### src/rtl/cnn_accel_pkg.sv
// Shared constants, FSM state encoding and address-width helper for the
// cnn_accel classifier accelerator.
package cnn_accel_pkg;

  localparam int DATA_W_DEF = 32;
  localparam int HEIGHT_DEF = 28;
  localparam int WIDTH_DEF  = 28;
  localparam int DEPTH_DEF  = 4;

  typedef enum logic [1:0] {
    IDLE  = 2'd0,
    RUN   = 2'd1,
    DRAIN = 2'd2,
    DONE  = 2'd3
  } state_t;

  // A one-entry dimension still needs a 1-bit counter.
  function automatic int addr_w(input int n);
    return (n > 1) ? $clog2(n) : 1;
  endfunction

endpackage

### src/rtl/cnn_accel_if.sv
// Operand bus from the memory read stage to the MAC bank.
// Handshake: valid marks pixel/coeff as one operand set for exactly the cycle
// it is high; there is no ready, the slave consumes every valid beat.
interface cnn_accel_if #(
  parameter int DATA_W = 32,
  parameter int DEPTH  = 4
);
  logic                         valid;
  logic [DATA_W-1:0]            pixel;
  logic [DEPTH-1:0][DATA_W-1:0] coeff;

  modport master (output valid, pixel, coeff);
  modport slave  (input  valid, pixel, coeff);
endinterface

### src/rtl/cnn_accum.sv
// Bank of DEPTH multiply-accumulate lanes; products and sums wrap at DATA_W.
// Lane k lives in data_out[k*DATA_W +: DATA_W].
module cnn_accum
  import cnn_accel_pkg::*;
#(
  parameter int DATA_W = DATA_W_DEF,
  parameter int DEPTH  = DEPTH_DEF
) (
  input logic           clk,
  input logic           reset_n,
  cnn_accel_if.slave    mac
);

  logic [DEPTH*DATA_W-1:0] data_out;
  logic signed [DATA_W-1:0] prod [DEPTH];

  // Low DATA_W bits of a signed product equal the truncated result we want.
  always_comb begin
    for (int k = 0; k < DEPTH; k++) begin
      prod[k] = $signed(mac.pixel) * $signed(mac.coeff[k]);
    end
  end

  always_ff @(posedge clk or negedge reset_n) begin
    if (!reset_n) begin
      data_out <= '0;
    end else if (mac.valid) begin
      for (int k = 0; k < DEPTH; k++) begin
        data_out[k*DATA_W +: DATA_W] <= data_out[k*DATA_W +: DATA_W] + prod[k];
      end
    end
  end

endmodule

### src/rtl/cnn_ram.sv
// Read-only HEIGHT x WIDTH word memory with a registered read port.
// Contents are loaded externally through the ram array and never reset.
module cnn_ram
  import cnn_accel_pkg::*;
#(
  parameter int DATA_W = DATA_W_DEF,
  parameter int HEIGHT = HEIGHT_DEF,
  parameter int WIDTH  = WIDTH_DEF
) (
  input  logic                      clk,
  input  logic [addr_w(HEIGHT)-1:0] row,
  input  logic [addr_w(WIDTH)-1:0]  col,
  output logic [DATA_W-1:0]         rd_data
);

  logic [DATA_W-1:0] ram [HEIGHT][WIDTH];

  always_ff @(posedge clk) begin
    rd_data <= ram[row][col];
  end

endmodule

### src/rtl/cnn_accel.sv
// Fully-connected classifier: streams the image and all coefficient memories
// in raster order through a MAC bank, then holds done until reset.
module cnn_accel
  import cnn_accel_pkg::*;
#(
  parameter int DATA_W = DATA_W_DEF,
  parameter int HEIGHT = HEIGHT_DEF,
  parameter int WIDTH  = WIDTH_DEF,
  parameter int DEPTH  = DEPTH_DEF
) (
  input  logic clk,
  input  logic reset_n,
  output logic done
);

  localparam int ROW_W = addr_w(HEIGHT);
  localparam int COL_W = addr_w(WIDTH);
  localparam logic [ROW_W-1:0] LAST_ROW = ROW_W'(HEIGHT - 1);
  localparam logic [COL_W-1:0] LAST_COL = COL_W'(WIDTH - 1);

  state_t            state, state_next;
  logic [ROW_W-1:0]  row, row_next;
  logic [COL_W-1:0]  col, col_next;
  logic              at_last;
  logic              rd_valid;
  logic [DATA_W-1:0] pixel;
  logic [DATA_W-1:0] coeff_data [DEPTH];

  cnn_accel_if #(.DATA_W(DATA_W), .DEPTH(DEPTH)) mac_bus ();

  always_ff @(posedge clk or negedge reset_n) begin
    if (!reset_n) begin
      state    <= IDLE;
      row      <= '0;
      col      <= '0;
      rd_valid <= 1'b0;
    end else begin
      state    <= state_next;
      row      <= row_next;
      col      <= col_next;
      rd_valid <= (state == RUN);
    end
  end

  // RUN presents one address per cycle; DRAIN covers the final MAC beat.
  always_comb begin
    state_next = state;
    row_next   = row;
    col_next   = col;
    at_last    = (row == LAST_ROW) && (col == LAST_COL);
    case (state)
      IDLE:  state_next = RUN;
      RUN: begin
        if (at_last) begin
          state_next = DRAIN;
        end else if (col == LAST_COL) begin
          col_next = '0;
          row_next = row + 1'b1;
        end else begin
          col_next = col + 1'b1;
        end
      end
      DRAIN: state_next = DONE;
      DONE:  state_next = DONE;
      default: state_next = IDLE;
    endcase
  end

  assign done = (state == DONE);

  cnn_ram #(.DATA_W(DATA_W), .HEIGHT(HEIGHT), .WIDTH(WIDTH)) mem (
    .clk     (clk),
    .row     (row),
    .col     (col),
    .rd_data (pixel)
  );

  for (genvar k = 0; k < DEPTH; k++) begin : coeff
    cnn_ram #(.DATA_W(DATA_W), .HEIGHT(HEIGHT), .WIDTH(WIDTH)) mem (
      .clk     (clk),
      .row     (row),
      .col     (col),
      .rd_data (coeff_data[k])
    );
    assign mac_bus.coeff[k] = coeff_data[k];
  end

  assign mac_bus.valid = rd_valid;
  assign mac_bus.pixel = pixel;

  cnn_accum #(.DATA_W(DATA_W), .DEPTH(DEPTH)) comp (
    .clk     (clk),
    .reset_n (reset_n),
    .mac     (mac_bus.slave)
  );

endmodule

### config.mk
export PLATFORM = sky130hd
export DESIGN_NAME = cnn_accel
export DESIGN_NICKNAME = d
export VERILOG_FILES = /design/src/rtl/cnn_accel_pkg.sv /design/src/rtl/cnn_accel_if.sv /design/src/rtl/cnn_accum.sv /design/src/rtl/cnn_ram.sv /design/src/rtl/cnn_accel.sv
export SDC_FILE = /design/constraint.sdc
export NUM_CORES = 1
export LEC_CHECK = 0
export ABC_AREA = 1
export BUFFER_PORTS_ARGS = -buffer_cell sky130_fd_sc_hd__clkbuf_2
export CAP_MARGIN = 20
export CORE_AREA = 8 8 45 47
export CTS_CLUSTER_SIZE = 16
export DETAILED_ROUTE_END_ITERATION = 6
export DIE_AREA = 0 0 53 55
export PLACE_DENSITY_LB_ADDON = 0.12
export SYNTH_ARGS = -nofsm -noshare
export SYNTH_HDL_FRONTEND = slang
export SYNTH_SLANG_ARGS = --single-unit
### constraint.sdc
create_clock -name clk -period 1.8 [get_ports clk]
set_clock_uncertainty 0.1 [all_clocks]
set_input_delay 0.18 -clock clk [delete_from_list [all_inputs] [get_ports clk]]
set_output_delay 0.18 -clock clk [all_outputs]
set_load 0.02 [all_outputs]
==> results.txt, run 1 <==
----------------------------------------------------
[Clock network]
  Clock sinks ... 12
  Count of H-tree levels built during CTS ... 1
  Clock network latency to the later pin of the worst-skew pair ... 0.27 ns
  Hold_buf cts ... 1
  Number of buffers added for setup after CTS ... 0
  Total CTS buffers ... 3
  PostCTS Resize Cnt ... 0
  Clock tree from TritonCTS ... yes
  Clock-pin slew on the worst setup and hold paths ... 0.07 ns
  Buffers from clock root to sink, at most ... 2
  Cell at the root of the clock tree ... sky130_fd_sc_hd__clkbuf_4

[Critical path]
  Setup slack on the worst flop-to-flop path ... 0.44 ns
  Type of element launching the critical path ... flop
  Reg-to-Reg Start ... col[0]$_DFFE_PN0P_
  R2r worst-path depth ... 7
  Critical-path top delay cell ... sky130_fd_sc_hd__dfrtp_1
  Crit path buffers/inverters ... 1
  Required time of the critical path ... 1.86 ns
  Crit path cell chain ... ha_1 > nand2_2 > nor2_8 > nand3_4 > clkinv_2 > nand2_1 > nand2_1
  R2r endpoint ... row[3]$_DFFE_PN0P_
  Worst stage delay on the critical path ... 0.41 ns
  Highest net fanout along the worst path ... 7
  Crit. End Element ... flop
  Most used cell, CP ... sky130_fd_sc_hd__nand2_1
  Start-to-end type of the worst setup path ... reg2reg
  Category of cells accounting for the largest share of critical-path delay ... flip-flops
  Arrival time of data at the critical path endpoint ... 1.42 ns

[STA]
  Maximum frequency from static timing analysis ... 734.9 MHz
  Final-report hold violation count ... 0
  Max-slew headroom at the worst pin ... 79.37%
  Unrepaired setup endpoints after global routing ... false
  Period Utilization, post-route ... 75.60%
  Count of final setup violators ... 0
  Fin crit period ... 1.361 ns
  Final Max Tran Viols ... 0
  Transition time of the tightest slew-check pin ... 0.3094 ns
  Sum of negative setup slack ... 0 ns

[Power]
  Net switching fraction of the power ... 20.72%
  Power Density ... 573.7 nW/um2
  Overall power ... 0.0004400 W
  Logic pwr share ... 1.7%
  VDD IR max ... 0.3259 mV
  Switching power total ... 0.00009115 W
  Clock power frac ... 37.1%
  Internal power consumption ... 0.0003488 W
  Power share of the sequential group ... 61.2%
  Leak pwr ... 0.4406 nW

[Die]
  Top-level port count ... 3
  Width of the die ... 53 um
  Die area ... 2915 um2
  Starting utilization of the core area ... 50.90%
  Height of the die ... 55 um
  Core Box Area ... 1384 um2
  Number of core rows ... 14

[Drt]
  Post-DRT Antenna Nets ... 0
  Avg WL per Cell ... 10.00 um
  DRC ... 0
  Initial DRT Pass Iterations ... 3
  Post-detailed-route via-to-cell ratio ... 4.832
  Count of vias placed by the detailed router ... 517
  Starting DRT DRC Count ... 6
  Routed wire length ... 1070 um

[Global routing]
  Maximum number of pins on one net before global-route repair ... 13
  Number of antenna violations at the first check in global routing ... 0
  Gr usage total ... 9.211%
  Total overflow reported by the global router ... 0
  Wire length of the first global-routing pass ... 1987 um
  Vias in the first global route ... 465

[Layout]
  Number of nets at the end of the flow ... 97
  Most common cell after layout, fill and taps aside ... sky130_fd_sc_hd__nand2_1
  Ant diodes ... 0
  Area delta synth->final ... 8.881%
  Fill cells ... 123
  Seq. cell area ... 300.3 um2
  Fraction of layout cells with a size suffix above 1 ... 18.68%
  Non-filler cells, final ... 107
  Commonest cells after routing, fill and taps aside ... sky130_fd_sc_hd__nand2_1, sky130_fd_sc_hd__dfrtp_1, sky130_fd_sc_hd__inv_1
  Multi-input logic area ... 350.3 um2

[Synth]
  Post-synthesis sequential element count ... 12
  Xor/xnor share of the synthesized area ... 4.973%
  Mapped cell area ... 704.4 um2
  Yosys warnings ... 0
  Portion of netlist area occupied by mux cells ... 0%
  Post-synthesis area per instance ... 8.287 um2
  Dominant combinational cell family by area after synthesis ... simple AND/OR/NAND/NOR gates
  Post-synthesis share of cell area spent on full adders, half adders and majority gates ... 3.552%
  Number of nets produced by synthesis ... 89
  Distinct cell type count of the synthesized netlist ... 18
  Area fraction in compound gates after synthesis ... 3.908%
  Proportion of synthesized chip area in sequential cells ... 42.63%
  Simple-Gate Fraction of Synth Area ... 37.30%
  Gate count after technology mapping ... 85

[Worst hold path]
  Worst Hold Class ... in2async

[Place]
  Number of buffer cells added on primary ports ... 2
  Placed Cells incl. Taps ... 103
  Gp weighted congestion ... 0.7707
  Detailed placer's ending HPWL ... 835.2 um

[Outcome]
  Result of the run ... finished clean

[Run]
  Maxcap violations ... 0

----------------------------------------------------
[worst register-to-register path, delay by kind of cell (launching register included)]
family	cells	cell delay [ns]
adder cells (fa/ha/maj)	1	0.26
buffers and inverters	1	0.09
AND/OR/NAND/NOR	5	0.39
flip-flops	1	0.41
[cell usage after synthesis]
master / number / area share [%]
sky130_fd_sc_hd__xor2_1: 1 / 1.2
sky130_fd_sc_hd__nor2_1: 4 / 2.1
sky130_fd_sc_hd__nor2_8: 2 / 5.7
sky130_fd_sc_hd__dfrtp_1: 12 / 43
sky130_fd_sc_hd__xnor2_1: 3 / 3.7
sky130_fd_sc_hd__clkinv_2: 1 / 0.71
sky130_fd_sc_hd__nand3_1: 7 / 5.0
sky130_fd_sc_hd__inv_1: 9 / 4.8
sky130_fd_sc_hd__nand2_4: 3 / 4.8
sky130_fd_sc_hd__nand3_4: 1 / 2.5
sky130_fd_sc_hd__inv_2: 3 / 1.6
sky130_fd_sc_hd__nand2_2: 2 / 1.8
sky130_fd_sc_hd__o21bai_1: 1 / 1.1
sky130_fd_sc_hd__nand2_1: 29 / 15
sky130_fd_sc_hd__clkinv_1: 1 / 0.53
sky130_fd_sc_hd__o21ai_0: 1 / 0.71
sky130_fd_sc_hd__ha_1: 2 / 3.6
sky130_fd_sc_hd__o21ai_1: 3 / 2.1
[routing by layer]
layer	global-route usage [%]	vias to the layer above	share of wire, %
li1	-	276	-
met1	11.39	233	51
met2	13.67	4	43
met3	3.209	4	3.5
met4	5.172	0	2.3
met5	0	-	0
[cell type report]
cell class	instances	share of cell area, %
Multi-Input combinational cell	59	45.68
Timing Repair Buffer	3	2.610
Clock buffer	3	2.936
Tap cell	16	2.610
Sequential cell	12	39.15
Inverter	14	7.015
[power groups by stage]
stage	Combinational [W]	Sequential (W)	Clock (W)
2_1_floorplan	0.000000000266	0.000275	0
3_3_place_gp	0.00000652	0.000275	0
3_5_place_dp	0.00000647	0.000275	0
4_1_cts	0.00000812	0.000269	0.000173
5_1_grt	0.00000965	0.000269	0.000185
6_report	0.00000758	0.000269	0.000163
[stage by stage]
step | setup WS [ns] | util (%) | hold slack, ns | cell area [um2]
floorplan | 0.5458 | - | -0.2156 | 704.4
global placement | 0.4528 | 53.07 | -0.01250 | 734.5
detailed placement | 0.4495 | 53.07 | -0.01366 | 734.5
CTS | 0.4353 | 55.43 | 0.2275 | 767.0
global route | 0.3195 | 55.43 | 0.2808 | 767.0
finish | 0.4393 | 55.43 | 0.2252 | 767.0
[cells by family (layout without fill, tap and decap cells)]
logic type / Yosys count / count (layout)
fa+ha+maj: 2 / 2
buf+inv: 14 / 20
compound gates: 5 / 5
simple gates: 48 / 48
flops: 12 / 12
xor+xnor: 4 / 4
[flip-flops by register name, indices dropped and copies added (netlist names)]
register and count:
col 5, row 5, state 2
[how the worst max path moves through the flow]
stage,cells after the start,to,slack [ns],from
floorplan,6,col[0]$_DFFE_PN0P_,0.55,col[0]$_DFFE_PN0P_
global placement,6,col[4]$_DFFE_PN0P_,0.45,row[0]$_DFFE_PN0P_
detailed placement,8,row[3]$_DFFE_PN0P_,0.45,row[0]$_DFFE_PN0P_
CTS,7,row[3]$_DFFE_PN0P_,0.44,col[0]$_DFFE_PN0P_
global route,6,row[2]$_DFFE_PN0P_,0.32,col[0]$_DFFE_PN0P_
finish,7,row[3]$_DFFE_PN0P_,0.44,col[0]$_DFFE_PN0P_
Note: power is estimated with default switching activity, not from simulation.
==> run 2, diff against run 1 <==
Settings changed: CORE_AREA 8 8 45 47 to not set, CORE_MARGIN set to 8, CORE_UTILIZATION set to 51, DIE_AREA 0 0 53 55 to not set.
Clock period 1.8 ns to 1.2 ns, I/O delays scaled along.
==> results.txt, run 2 (synthesized netlist as in run 1, its figures left out) <==
----------------------------------------------------
[STA]
  Final Max Tran Viols ... 0 (unchanged)
  Final Hold Slack ... 0.1926 ns (-0.03254 ns)
  Transition time of the tightest slew-check pin ... 0.3161 ns (+0.006737 ns)
  Max-slew headroom at the worst pin ... 78.92% (-0.45 points)
  Unrepaired setup endpoints after global routing ... true
  Final-report hold violation count ... 0 (unchanged)
  Fin crit period ... 1.287 ns (-0.07330 ns)
  Period Utilization, post-route ... 107.3% (+32 points)
  Count of final setup violators ... 10 (+10)
  Setup slack after layout ... -0.08742 ns (-0.5267 ns)
  Maximum frequency from static timing analysis ... 776.7 MHz (+5.7%)

[Clock network]
  Clock sinks ... 12 (unchanged)
  Clock-pin slew on the worst setup and hold paths ... 0.08 ns (about the same)
  Clock tree from TritonCTS ... yes
  Total CTS buffers ... 3 (unchanged)
  Cell at the root of the clock tree ... sky130_fd_sc_hd__clkbuf_4
  Buffers from clock root to sink, at most ... 2 (unchanged)
  Count of H-tree levels built during CTS ... 1 (unchanged)
  Clock network latency to the later pin of the worst-skew pair ... 0.28 ns (about the same)

[Place]
  Post-place setup slack ... -0.09050 ns (-0.5400 ns)
  Detailed placer's ending HPWL ... 1014 um (+21%)
  Gp weighted congestion ... 0.7345 (-4.7%)
  Number of buffer cells added on primary ports ... 2 (unchanged)
  Instance area after placement ... 814.5 um2 (+11%)

[Layout]
  Commonest cells after routing, fill and taps aside ... sky130_fd_sc_hd__nand2_1, sky130_fd_sc_hd__dfrtp_1, sky130_fd_sc_hd__buf_4
  Layout Cell Area excl Fill ... 934.6 um2 (+22%)
  Number of nets at the end of the flow ... 107 (+10%)
  Multi-input logic area ... 415.4 um2 (+19%)
  Fill cells ... 104 (-15%)
  Fraction of layout cells with a size suffix above 1 ... 42.16% (+23 points)
  Ant diodes ... 0 (unchanged)
  Seq. cell area ... 302.8 um2 (+0.83%)
  Largest registers ... col (5), row (5), state (2)
  Most common cell after layout, fill and taps aside ... sky130_fd_sc_hd__nand2_1
  Area delta synth->final ... 32.68%

[Critical path]
  Start-to-end type of the worst setup path ... reg2reg
  Start point of the critical path ... row[1]$_DFFE_PN0P_
  Arrival time of data at the critical path endpoint ... 1.36 ns (-0.06 ns)
  Type of element launching the critical path ... flop
  Worst stage delay on the critical path ... 0.40 ns (about the same)
  Highest net fanout along the worst path ... 7 (unchanged)
  Most used cell, CP ... sky130_fd_sc_hd__nand2_2
  Crit path cell chain ... ha_4 > nand2_4 > inv_2 > nand2_2 > nand3_4 > clkinv_4 > nand2_2 > nand2_1
  Critical-path top delay cell ... sky130_fd_sc_hd__dfrtp_1
  Reg-to-Reg Start ... row[1]$_DFFE_PN0P_
  Crit. End Element ... flop
  Required time of the critical path ... 1.28 ns (-0.58 ns)

[Die]
  Core Box Area ... 1301 um2 (-6.0%)
  Die area ... 2827 um2 (-3.0%)
  Top-level port count ... 3 (unchanged)
  Height of the die ... 53.17 um (-3.3%)
  Width of the die ... 53.17 um (+0.31%)
  Number of core rows ... 13 (-1)
  Starting utilization of the core area ... 54.13% (+3.2 points)

[Outcome]
  Violated checks ... setup timing
  Result of the run ... complete, but fails checks

[Power]
  Leak pwr ... 0.5302 nW (+20%)
  Power Density ... 796.9 nW/um2 (+39%)
  Switching power total ... 0.0001531 W (+68%)
  Net switching fraction of the power ... 20.55% (-0.17 points)
  Internal power consumption ... 0.0005917 W (+70%)
  VDD IR max ... 0.7366 mV (+130%)
  Clock power frac ... 44.2% (+7.1 points)
  Power share of the sequential group ... 54.2% (-7.0 points)
  Logic pwr share ... 1.6% (about the same)

[Run]
  Maxcap violations ... 0 (unchanged)

[Global routing]
  Wire length of the first global-routing pass ... 2387 um (+20%)
  Number of antenna violations at the first check in global routing ... 0 (unchanged)
  Vias in the first global route ... 537 (+15%)
  Maximum number of pins on one net before global-route repair ... 13 (unchanged)
  Gr usage total ... 11.59% (+2.4 points)
  Total overflow reported by the global router ... 0 (unchanged)

[Worst hold path]
  Worst Hold Class ... in2async

[Drt]
  Initial DRT Pass Iterations ... 4 (+1)
  Avg WL per Cell ... 12.02 um (+20%)
  Post-detailed-route via-to-cell ratio ... 4.838 (+0.12%)
  Count of vias placed by the detailed router ... 566 (+9.5%)
  Routed wire length ... 1406 um (+31%)
  Post-DRT Antenna Nets ... 0 (unchanged)
  Starting DRT DRC Count ... 3 (-3)
  DRC ... 0 (unchanged)

----------------------------------------------------
## run 2: cell types whose count changed in the layout (fill, tap and decap cells not counted), sizes merged
cell / before / now
buf: 0 / 10
clkbuf: 5 / 6
## run 2: routing by layer
metal | part of all wire [%] | GRT usage, % | up-vias
met5 | 0 | 0 | -
met1 | 45 | 13.19 | 264
met2 | 50 | 18.95 | 4
met4 | 1.5 | 6.303 | 0
li1 | - | - | 294
met3 | 2.8 | 3.361 | 4
## run 2: through the flow
| step | TNS [ns] | cells | power, W | util (%) |
|---|---|---|---|---|
| after floorplan | -0.03976 | 85 | 0.0004121 | - |
| after global placement | -0.4469 | 109 | 0.0004218 | 62.60 |
| after detailed placement | -0.7902 | 109 | 0.0004217 | 62.60 |
| after CTS | -0.6111 | 115 | 0.0007506 | 68.85 |
| after global routing | -1.141 | 117 | 0.0007822 | 71.83 |
| final | -0.4609 | 117 | 0.0007448 | 71.83 |
## run 2: final cells by class
class / instances / area share (%)
Inverter: 14 / 6.158
Multi-Input combinational cell: 59 / 44.44
Timing Repair Buffer: 13 / 11.11
Clock buffer: 4 / 3.882
Sequential cell: 12 / 32.40
Tap cell: 15 / 2.008
## run 2: power groups by stage
stage,sequential [W],clock [W],combinational [W]
after floorplan,0.000412,0,0.000000000278
after global placement,0.000412,0,0.00000981
after detailed placement,0.000412,0,0.00000969
after CTS,0.000404,0.000335,0.0000121
after global routing,0.000404,0.000364,0.0000145
final,0.000404,0.000329,0.0000120
## run 2: final timing paths
path,to,slack (ns),cells after the start
max in group asynchronous,row[2]$_DFFE_PN0P_,0.55,2
hold reg to reg,row[4]$_DFFE_PN0P_,0.43,2
min in group clk,row[4]$_DFFE_PN0P_,0.43,2
setup reg to reg,row[3]$_DFFE_PN0P_,-0.09,8
setup / recovery,row[3]$_DFFE_PN0P_,-0.09,8
hold / removal,row[1]$_DFFE_PN0P_,0.19,2
## run 2: worst max-delay path, delay by kind of cell, from the launching register on
family | cells | cell delay (ns)
adder cells (fa/ha/maj) | 1 | 0.18
buffers and inverters | 2 | 0.15
flip-flops | 1 | 0.40
AND/OR/NAND/NOR | 5 | 0.36
## run 2: timing repair
item | 4_1_cts | 5_1_grt
hold buffers | 1 | 0
pin swaps | 6 | 5
setup endpoints to repair | 12 | 12
buffers inserted | 1 | 2
gates resized for setup | 7 | 10
cloned | 0 | 0
endpoints found under the hold margin | 12 | 0
==> run 3, diff against run 2 <==
Settings changed: ABC_AREA 1 to not set, CORE_AREA set to 8 8 45 47, CORE_MARGIN 8 to not set, CORE_UTILIZATION 51 to not set, DIE_AREA set to 0 0 53 55.
==> results.txt, run 3 <==
----------------------------------------------------
[Die]
  Height of the die ... 55 um (+3.5%)
  Top-level port count ... 3 (unchanged)
  Core Box Area ... 1384 um2 (+6.3%)
  Starting utilization of the core area ... 47.11% (-7.0 points)
  Die area ... 2915 um2 (+3.1%)
  Number of core rows ... 14 (+1)
  Width of the die ... 53 um (-0.31%)

[Synth]
  Post-synthesis area per instance ... 12.54 um2 (+51%)
  Cell taking the most area after synthesis ... sky130_fd_sc_hd__dfrtp_1
  Most frequent cell after synthesis ... sky130_fd_sc_hd__dfrtp_1
  Proportion of synthesized chip area in sequential cells ... 46.07% (+3.4 points)
  Gate count after technology mapping ... 52 (-39%)
  Post-synthesis sequential element count ... 12 (unchanged)
  Post-synthesis share of cell area spent on full adders, half adders and majority gates ... 3.839% (+0.29 points)
  Number of nets produced by synthesis ... 56 (-37%)
  Cells taking the most area after synthesis ... sky130_fd_sc_hd__dfrtp_1, sky130_fd_sc_hd__xor2_1, sky130_fd_sc_hd__ha_1
  Share of the synthesized area in the top cell type ... 46.07% (+3.4 points)
  Xor/xnor share of the synthesized area ... 4.031% (-0.94 points)
  Simple-Gate Fraction of Synth Area ... 24.95% (-12 points)
  Share of flip-flops with an asynchronous set or reset after synthesis ... 100.0% (unchanged)
  Mapped cell area ... 651.9 um2 (-7.5%)
  Yosys warnings ... 0 (unchanged)
  Dominant combinational cell family by area after synthesis ... simple AND/OR/NAND/NOR gates
  Portion of netlist area occupied by mux cells ... 10.56% (+11 points)
  Distinct cell type count of the synthesized netlist ... 28 (+10)
  Leading cell types by count after synthesis ... sky130_fd_sc_hd__dfrtp_1, sky130_fd_sc_hd__nand2_1, sky130_fd_sc_hd__nand3_1, sky130_fd_sc_hd__xor2_1
  Area fraction in compound gates after synthesis ... 7.678% (+3.8 points)
  Number of enable flip-flop cells after synthesis ... 0 (unchanged)
  Leading register cell type out of synthesis ... sky130_fd_sc_hd__dfrtp_1

[Critical path]
  Crit path cell chain ... ha_2 > and4b_2 > a21oi_4 > mux2_4
  Crit. End Element ... flop
  Start point of the critical path ... row[1]$_DFFE_PN0P_
  Setup slack on the worst flop-to-flop path ... -0.34 ns (-0.25 ns)
  Worst stage delay on the critical path ... 0.39 ns (about the same)
  Required time of the critical path ... 1.27 ns (about the same)
  Critical-path top delay cell ... sky130_fd_sc_hd__dfrtp_1
  Type of element launching the critical path ... flop
  Capturing instance or port of the critical path ... col[1]$_DFFE_PN0P_
  Reg-to-Reg Start ... row[1]$_DFFE_PN0P_
  Crit path buffers/inverters ... 0 (-2)
  Depth of the critical timing path with buffers and inverters included ... 4 (-4)
  R2r worst-path depth ... 4 (-4)
  Category of cells accounting for the largest share of critical-path delay ... flip-flops
  Highest net fanout along the worst path ... 4 (-3)
  Start-to-end type of the worst setup path ... reg2reg
  R2r endpoint ... col[1]$_DFFE_PN0P_
  Arrival time of data at the critical path endpoint ... 1.61 ns (+0.25 ns)

[Power]
  Leak pwr ... 0.4733 nW (-11%)
  Overall power ... 0.0006733 W (-9.6%)
  Clock power frac ... 38.4% (-5.8 points)
  Switching power total ... 0.0001496 W (-2.3%)
  Net switching fraction of the power ... 22.22% (+1.7 points)
  VDD IR max ... 0.3808 mV (-48%)
  Internal power consumption ... 0.0005237 W (-12%)
  Logic pwr share ... 1.7% (about the same)
  Power share of the sequential group ... 60.0% (+5.8 points)
  Power Density ... 676.0 nW/um2 (-15%)

[Layout]
  Fraction of layout cells with a size suffix above 1 ... 61.90% (+20 points)
  Commonest cells after routing, fill and taps aside ... sky130_fd_sc_hd__buf_4, sky130_fd_sc_hd__dfrtp_1, sky130_fd_sc_hd__buf_6
  Ant diodes ... 0 (unchanged)
  Most common cell after layout, fill and taps aside ... sky130_fd_sc_hd__buf_4
  Fill cells ... 93 (-11%)
  Largest registers ... col (5), row (5), state (2)
  Number of nets at the end of the flow ... 90 (-16%)
  Non-filler cells, final ... 100 (-15%)
  Seq. cell area ... 300.3 um2 (-0.83%)
  Area delta synth->final ... 52.78%
  Multi-input logic area ... 394.1 um2 (-5.1%)

[STA]
  Unrepaired setup endpoints after global routing ... true
  Setup slack after layout ... -0.3421 ns (-0.2547 ns)
  Period Utilization, post-route ... 128.5% (+21 points)
  Maximum frequency from static timing analysis ... 648.5 MHz (-17%)
  Final-report hold violation count ... 0 (unchanged)
  Transition time of the tightest slew-check pin ... 0.3014 ns (-0.01471 ns)
  Max-slew headroom at the worst pin ... 79.91% (+0.98 points)
  Final Max Tran Viols ... 0 (unchanged)
  Fin crit period ... 1.542 ns (+0.2547 ns)
  Count of final setup violators ... 13 (+3)

[Place]
  Placed Cells incl. Taps ... 90 (-17%)
  Detailed placer's ending HPWL ... 1147 um (+13%)
  Number of buffer cells added on primary ports ... 2 (unchanged)
  Gp weighted congestion ... 0.6811 (-7.3%)

[Global routing]
  Maximum number of pins on one net before global-route repair ... 13 (unchanged)
  Gr usage total ... 12.65% (+1.1 points)
  Number of antenna violations at the first check in global routing ... 0 (unchanged)
  Vias in the first global route ... 586 (+9.1%)
  Total overflow reported by the global router ... 0 (unchanged)
  Wire length of the first global-routing pass ... 2635 um (+10%)

[Clock network]
  Count of H-tree levels built during CTS ... 1 (unchanged)
  Cell at the root of the clock tree ... sky130_fd_sc_hd__clkbuf_4
  Total CTS buffers ... 3 (unchanged)
  Clock sinks ... 12 (unchanged)
  Buffers from clock root to sink, at most ... 2 (unchanged)
  Clock network latency to the later pin of the worst-skew pair ... 0.28 ns (about the same)
  Clock-pin slew on the worst setup and hold paths ... 0.08 ns (about the same)
  Clock tree from TritonCTS ... yes

[Worst hold path]
  Worst Hold Class ... in2async

[Outcome]
  Violated checks ... setup timing
  Result of the run ... complete, but fails checks

[Drt]
  Initial DRT Pass Iterations ... 4 (unchanged)
  Post-DRT Antenna Nets ... 0 (unchanged)
  Post-detailed-route via-to-cell ratio ... 5.590 (+16%)
  DRC ... 0 (unchanged)
  Highest signal layer in the routed design ... met4
  Wire length on met1 ... 608 um (-4.4%)
  Starting DRT DRC Count ... 9 (+6)
  Count of vias placed by the detailed router ... 559 (-1.2%)
  Detailed-routed wire length on met3 ... 56 um (+44%)
  Routed wire length ... 1499 um (+6.6%)
  Avg WL per Cell ... 14.99 um (+25%)
  Detailed route wirelength on metal2 ... 770 um (+8.6%)

[Run]
  Maxcap violations ... 0 (unchanged)

----------------------------------------------------
==> run 3: cell types whose count changed in the layout (fill, tap and decap cells not counted), sizes merged, moves of 4 or more <==
| cell | previous run | this run |
|---|---|---|
| mux2 | 0 | 4 |
| inv | 12 | 2 |
| nand2 | 34 | 4 |
| nor2 | 6 | 1 |
| o21ai | 4 | 0 |
| buf | 10 | 28 |
| nand3 | 8 | 3 |
==> run 3: area by class of cell <==
class	instances	share of cell area, %
repair buffers	30	25.25
inverters	2	0.7538
flip-flops and latches	12	30.15
well taps	16	2.010
clock buffers	3	2.261
multi-input cells	37	39.57
==> run 3: how the worst min path moves through the flow <==
stage                  from                 end  cells past startpoint
finish              reset_n  col[2]$_DFFE_PN0P_                      2
global route        reset_n  col[2]$_DFFE_PN0P_                      2
CTS                 reset_n  col[4]$_DFFE_PN0P_                      2
detailed placement  reset_n  col[4]$_DFFE_PN0P_                      1
global placement    reset_n  col[2]$_DFFE_PN0P_                      1
floorplan           reset_n  col[0]$_DFFE_PN0P_                      0
==> run 3: timing repair <==
action / in CTS / in global routing
hold buffers: 1 / 0
endpoints found under the setup margin: 13 / 13
gates resized for setup: 14 / 4
hold endpoints to repair: 12 / 0
setup buffers: 3 / 3
pin swaps: 3 / 7
==> run 3: stage by stage <==
step / instance area (um2) / utilization (%) / TNS [ns] / hold slack (ns) / setup WS (ns)
global route: 996.0 / 71.97 / -3.669 / 0.1838 / -0.3835
CTS: 962.2 / 69.53 / -2.666 / 0.1616 / -0.3202
detailed placement: 850.8 / 61.48 / -2.850 / -0.07519 / -0.3411
floorplan: 674.4 / - / -1.635 / -0.2756 / -0.3405
finish: 996.0 / 71.97 / -3.015 / 0.1476 / -0.3421
global placement: 850.8 / 61.48 / -2.131 / -0.09070 / -0.2922
==> run 3: worst reg2reg max path: cells and delay by family (launching register included) <==
family                     cells  cell delay (ns)
muxes                          1             0.31
DFF                            1             0.39
adders and majority gates      1             0.19
AOI/OAI and AO/OA              1             0.18
and+or+nand+nor                1             0.27
==> run 3: power by group through the flow <==
stage          clock network (W)        logic, W  registers, W
2_1_floorplan                  0  0.000000000161      0.000412
3_3_place_gp                   0      0.00000864      0.000412
3_5_place_dp                   0      0.00000961      0.000412
4_1_cts                 0.000257       0.0000120      0.000404
5_1_grt                 0.000270       0.0000133      0.000404
6_report                0.000258       0.0000112      0.000404
==> run 3: cell families after synthesis <==
| family | Yosys count |
|---|---|
| AOI/OAI and AO/OA | 6 |
| xor gates and xnor gates | 3 |
| buffers and inverters | 3 |
| and+or+nand+nor | 20 |
| adders and majority gates | 2 |
| muxes | 6 |
| DFF | 12 |
==> run 3: metal layers <==
metal / global-route usage [%] / up-vias
li1: - / 256
met1: 12.70 / 282
met2: 22.27 / 14
met3: 2.674 / 7
met4: 10.34 / 0
met5: 0 / -
